==> config.mk <==
export PLATFORM = sky130hd
export DESIGN_NAME = nav_ctrl
export DESIGN_NICKNAME = d
export VERILOG_FILES = /design/src/rtl/nav_ctrl.sv
export SDC_FILE = /design/constraint.sdc
export NUM_CORES = 1
export LEC_CHECK = 0
export BUFFER_PORTS_ARGS = -buffer_cell sky130_fd_sc_hd__buf_2
export CORE_UTILIZATION = 45
export DETAILED_ROUTE_END_ITERATION = 8
export GPL_ROUTABILITY_DRIVEN = 1
export PLACE_DENSITY = 0.67
export SLEW_MARGIN = 20
export SYNTH_ARGS = -nofsm -noshare
export SYNTH_HDL_FRONTEND = slang
export SYNTH_SLANG_ARGS = --single-unit
==> constraint.sdc <==
create_clock -name clk -period 3.6 [get_ports clk]
set_clock_uncertainty 0.05 [all_clocks]
set_input_delay 0.18 -clock clk [delete_from_list [all_inputs] [get_ports clk]]
set_output_delay 0.18 -clock clk [all_outputs]
set_load 0.1 [all_outputs]
==> src/rtl/nav_ctrl.sv <==
// Motion sequencer between the maze solver and the heading PID: runs turn-to-heading
// and forward-move commands, shapes the forward speed and reports completion.
module nav_ctrl #(
  parameter logic [5:0]  FRWRD_INC = 6'h18,
  parameter logic [10:0] MAX_FRWRD = 11'h2A0
) (
  input  logic        clk,
  input  logic        rst_n,
  input  logic        strt_hdng,
  input  logic        strt_mv,
  input  logic        stp_lft,
  input  logic        stp_rght,
  input  logic        hdng_rdy,
  input  logic        at_hdng,
  input  logic        frwrd_opn,
  input  logic        lft_opn,
  input  logic        rght_opn,
  output logic        mv_cmplt,
  output logic        moving,
  output logic        en_fusion,
  output logic [10:0] frwrd_spd
);

  typedef enum logic [2:0] {IDLE, HDNG, RAMP_UP, DEC_NORM, DEC_FAST} state_t;

  state_t      state, state_nxt;
  logic [10:0] spd_nxt;
  logic        cmplt_nxt;
  logic        lft_opn_ff, rght_opn_ff;
  logic        gap_l, gap_r;
  logic [10:0] inc_w, dec_step;
  logic [11:0] inc_sum;
  logic [10:0] spd_up, spd_dn;

  // Side-opening history resets to "open" so an already-open side is not seen as a new gap.
  always_ff @(posedge clk or negedge rst_n) begin
    if (!rst_n) begin
      lft_opn_ff  <= 1'b1;
      rght_opn_ff <= 1'b1;
    end else begin
      lft_opn_ff  <= lft_opn;
      rght_opn_ff <= rght_opn;
    end
  end

  assign gap_l = lft_opn & ~lft_opn_ff;
  assign gap_r = rght_opn & ~rght_opn_ff;

  always_comb begin
    inc_w    = {5'd0, FRWRD_INC};
    inc_sum  = {1'b0, frwrd_spd} + {1'b0, inc_w};
    spd_up   = (inc_sum > {1'b0, MAX_FRWRD}) ? MAX_FRWRD : inc_sum[10:0];
    dec_step = (state == DEC_FAST) ? (inc_w << 2) : (inc_w << 1);
    spd_dn   = (frwrd_spd > dec_step) ? (frwrd_spd - dec_step) : '0;
  end

  always_ff @(posedge clk or negedge rst_n) begin
    if (!rst_n) begin
      state     <= IDLE;
      frwrd_spd <= '0;
      mv_cmplt  <= 1'b0;
    end else begin
      state     <= state_nxt;
      frwrd_spd <= spd_nxt;
      mv_cmplt  <= cmplt_nxt;
    end
  end

  always_comb begin
    state_nxt = state;
    spd_nxt   = frwrd_spd;
    cmplt_nxt = 1'b0;
    case (state)
      IDLE: begin
        if (strt_hdng) begin
          state_nxt = HDNG;
        end else if (strt_mv) begin
          state_nxt = RAMP_UP;
          spd_nxt   = '0;
        end
      end
      HDNG: begin
        spd_nxt = '0;
        if (hdng_rdy && at_hdng) begin
          state_nxt = IDLE;
          cmplt_nxt = 1'b1;
        end
      end
      RAMP_UP: begin
        // Wall and gap checks run every clk so single-cycle gap edges are never missed.
        if (!frwrd_opn)
          state_nxt = DEC_FAST;
        else if ((stp_lft && gap_l) || (stp_rght && gap_r))
          state_nxt = DEC_NORM;
        else if (hdng_rdy)
          spd_nxt = spd_up;
      end
      DEC_NORM, DEC_FAST: begin
        if (frwrd_spd == '0) begin
          state_nxt = IDLE;
          cmplt_nxt = 1'b1;
        end else begin
          if (state == DEC_NORM && !frwrd_opn)
            state_nxt = DEC_FAST;
          if (hdng_rdy)
            spd_nxt = spd_dn;
        end
      end
      default: state_nxt = IDLE;
    endcase
  end

  assign moving    = (state != IDLE);
  assign en_fusion = (frwrd_spd > {1'b0, MAX_FRWRD[10:1]});

endmodule

# Word level (Yosys, flattened, before mapping)
# Index checks and enable logic that the tools add are counted.
# totals
ram_bits	0
input_bits	11
register_bits	17
mem_bits_ro	0
latch_bits	0
memories	0
# op_classes
n_mul	0
magnitude_cmp	3
div	0
eq_ne	15
add_sub_neg	2
n_mux	22
bitwise_logic	4
shift	0
n_reduce_logical	13
# ops
cell	count
$mux W11	9
$pmux W11 S4	1
$mux W3	7
$ne A2 B2 Y1 const B	8
$add A11 B5 Y12 const B	1
$gt A12 B10 Y1 const B	1
$pmux W3 S4	1
$gt A11 B7 Y1	1
$gt A11 B9 Y1 const B	1
$logic_not A11 Y1	1
$sub A11 B7 Y11	1
$ne A3 B3 Y1 const B	3
$reduce_and A8 Y1	1
$mux W7	1
$eq A3 B2 Y1 const B	2
$logic_and A1 B1 Y1	4
$reduce_and A4 Y1	1
$reduce_bool A4 Y1	1
$eq A3 B1 Y1 const B	1
$eq A3 B3 Y1 const B	1
$logic_not A3 Y1	1
$reduce_bool A3 Y1	1
$and A1 B1 Y1	2
$mux W1	2
5 further kinds	6

# Longest topological paths before layout
# logic_depth
word_depth	7
depth_mapped	11

# Worst setup path before layout
# Ideal clock, no wire load.
# synth_path
path_type	reg2reg
start	register state[1]
end	register frwrd_spd[3]
n_path_buf	2
slack_ps	461
path_stages_with_launch	8
t_arrival_ps	2987
required_time_ps	3449
path_cell_list	dfrtp_1 buf_6 or3_1 clkbuf_1 o22ai_1 or4b_4 or4b_4 o31ai_1
# synth_between
elab_chain_cells	7
elab_cells_between_ends	21
classes_between	1 x order compare; 11 x eq/ne; 5 x mux; 4 x reduce/logical
# synth_lines
element	line_no	text
start: declaration	26	state_t state, state_nxt;
start signal: assignment	63	state <= state_nxt;
$eq A3 B3 Y1	53, 73	
$mux W7	53	dec_step = (state == DEC_FAST) ? (inc_w << 2) : (inc_w << 1);
$gt A11 B7 Y1	54	spd_dn = (frwrd_spd > dec_step) ? (frwrd_spd - dec_step) : '0;
$mux W11	54	
$mux W11	105	if (hdng_rdy)
$mux W11	99	if (frwrd_spd == '0) begin
$pmux W11 S4	73	case (state)
end signal: assignment	64	frwrd_spd <= spd_nxt;
end: declaration	21	output logic [10:0] frwrd_spd
# Several ways; a longest one is shown, not always the timed one. The select of a mux whose other input is x is not followed.
# A chain may end at the register's enable or synchronous reset.

# Worst setup path in the final report
# layout_path
start	register state[0]
end	register frwrd_spd[10]
# layout_between
elab_chain_cells	7
elab_cells_between_ends	22
classes_between	1 x add/sub; 1 x order compare; 11 x eq/ne; 5 x mux; 4 x reduce/logical
# layout_lines
element	line_no
$eq A3 B3 Y1	53, 73
$mux W7	53
$sub A11 B7 Y11 or $gt A11 B7 Y1 (tied branches)	54
$mux W11	54
$mux W11	105
$mux W11	99
$pmux W11 S4	73
# Several ways; a longest one is shown, not always the timed one. The select of a mux whose other input is x is not followed.

==> results.ini <==
[run_status]
status = completed

[grt]
grt_pass1_wl_um = 5720
use_met1_pct = 30.6
met2_usage_pct = 37.2
grt.busiest_layer = met2
grt_use_met3_pct = 2.33
grt_max_degree = 17
track_usage_pct = 22.9
grt_pass1_vias = 1236
overflow = 0
antenna_found_initial = 0

[timing]
grt_setup_unrepaired = false
min_period_ns = 2.80
fin_crit_sh_pct = 77.8
slew_viol_final = 0
layout_setup_ws_ns = 0.798
setup-tns-final_ns = 0
hold_viol = 0
setup_viol = 0
fmax_mhz = 357
fin_hold_ws_ns = 0.0726

[yosys]
synth_edf_count = 0
ys_types = 50
synth_ff_type = dfrtp_1
yosysSeqAreaShare_pct = 26.9
synth_warnings = 0
syn_area_per_cell_sq_um = 8.09
synth.cell_area_sq_um = 1310
async_flop_share_pct = 100
synth_seq_cells = 14
syn_inst = 162

[floorplan]
ios = 25
die_area_sq_um = 3130
fp.coreArea_sq_um = 2760
start_util_pct = 47.5
die_h_um = 56.0
rows = 19
die_w_um = 56.0

[run]
cap_violations = 0

[worst_setup_path]
required_ns = 3.74
critical_path_class = flop to flop
cp_max_fo = 11
r2r_cells = 8
crit_path_end_kind = flop
cp.arrival_ns = 2.94
cp-start-kind = flop

[final_layout]
diodes = 0
final_common_cell = buf_2
drive_gt1_share_pct = 21.5
syn_to_final_growth_pct = 10.4
nets = 198
final_cell_mix = buf_2, o21ai_0, nand2_1

[place]
io_buffers = 21
dpl.hpwl_um = 2480
dp_slack_ns = 0.839
gp_congestion = 0.911

[clock_network]
clkSinkCount = 14
cts_tree = built
insertion_delay_ns = 0.29
htree_levels = 1
cts.clk_slew.worst_paths_ns = 0.09
post_cts_resized = 0
numCtsBuffers = 3
clk_path_buf_depth = 2
cts_setup_buffers = 0
root_buffer = clkbuf_4

[worst_hold_path]
hold_path.class = input port to flop
hold_depth = 2

[detailed_routing]
wire_per_inst_um = 15.3
drt_iter0_drc = 38
routed_wl_um = 3250
ant_nets = 0
first_pass_iters = 4
drc = 0
via_per_inst = 6.10
vias = 1294

[power_and_ir_drop]
powerDensity_nw_per_um2 = 646
total_leakage_power_nw = 0.675
peakVddDrop_mv = 0.558
p_total_mw = 0.935

[worst max-delay path: stages, from the launching register on]
cell and delay (ns):
dfrtp_1 0.49, or3b_1 0.52, ha_1 0.38, and3b_1 0.22
o21a_1 0.19, o21ai_0 0.28, or2_2 0.23, nor3_1 0.06
a211o_1 0.28
[synthesized netlist by cell type, types with 2 or more instances]
master,count,area share (%)
o21ai_0,14,5.3
nand2_1,13,3.7
dfrtp_1,12,23
nor2_1,12,3.4
inv_1,8,2.3
nor3_1,8,3.1
a21oi_1,7,2.7
clkbuf_1,5,1.4
ha_1,5,4.8
nand3b_1,5,2.9
buf_4,4,2.3
o31ai_1,4,2.3
or2_2,4,1.9
xnor2_1,4,2.7
a211o_1,3,2.0
buf_6,3,2.6
o21a_1,3,1.7
o21bai_1,3,1.7
or4_1,3,1.7
a2bb2oi_1,2,1.3
a31oi_1,2,0.95
and2_1,2,0.95
dfstp_2,2,4.0
mux2_2,2,1.7
nand4_1,2,0.95
nor2b_1,2,0.95
nor3b_1,2,1.1
o2111ai_1,2,1.3
o22ai_1,2,0.95
or4b_4,2,2.1
[kinds of logic after synthesis]
| family | after synthesis | share of synthesized area [%] |
|---|---|---|
| compound gates | 52 | 27.4 |
| flops | 14 | 26.9 |
| mux | 2 | 1.72 |
| other cells | 1 | 0.286 |
| simple gates | 62 | 26.7 |
| fa+ha+maj | 5 | 4.77 |
| buf+inv | 21 | 8.87 |
| xor+xnor | 5 | 3.34 |
[final cells by class]
type                            instances  area, sq um
Multi-Input combinational cell        129          850
Clock buffer                            4         26.3
Fill cell                             264         1310
Tap cell                               31         38.8
Inverter                                8         30.0
Timing Repair Buffer                   26          150
Sequential cell                        14          353
[through the flow]
step	utilization, %	instances	area [sq um]
detailed placement	50.5	205	1390
CTS	52.5	212	1450
global route	52.5	212	1450
finish	52.5	212	1450
global placement	50.5	205	1390
floorplan	-	164	1320
[routing by layer]
metal  vias to the layer above  share of wire [%]
met5                         -                  0
met4                         0                1.6
met3                         5                6.7
met2                        46                 47
met1                       617                 45
li1                        626                  -
[sequential cells by signal, indices dropped and copies added (netlist names)]
register     flops
lft_opn_ff       1
frwrd_spd        8
mv_cmplt         1
rght_opn_ff      1
state            3
[timing repair]
item | 4_1_cts | 5_1_grt
setup endpoints to repair | 0 | 0
hold endpoints to repair | 14 | 0
hold buffers | 3 | 0
[worst paths after layout]
check / end / slack [ns] / startpoint
max in group asynchronous: lft_opn_ff / 2.94 / rst_n
worst max-delay path: frwrd_spd[10] / 0.80 / state[0]
worst min register to register: mv_cmplt / 0.60 / state[1]
worst max register to register: frwrd_spd[10] / 0.80 / state[0]
min in group asynchronous: state[0] / 0.27 / rst_n
worst min-delay path: state[2] / 0.07 / frwrd_opn
[power by group]
group	switching, mW	leakage (nW)	internal (mW)
clock	0.0551	0.0150	0.0432
sequential	0.0535	0.185	0.186
combinational	0.394	0.475	0.204
total	0.502	0.675	0.433
Power figures use the tool's default switching activity.
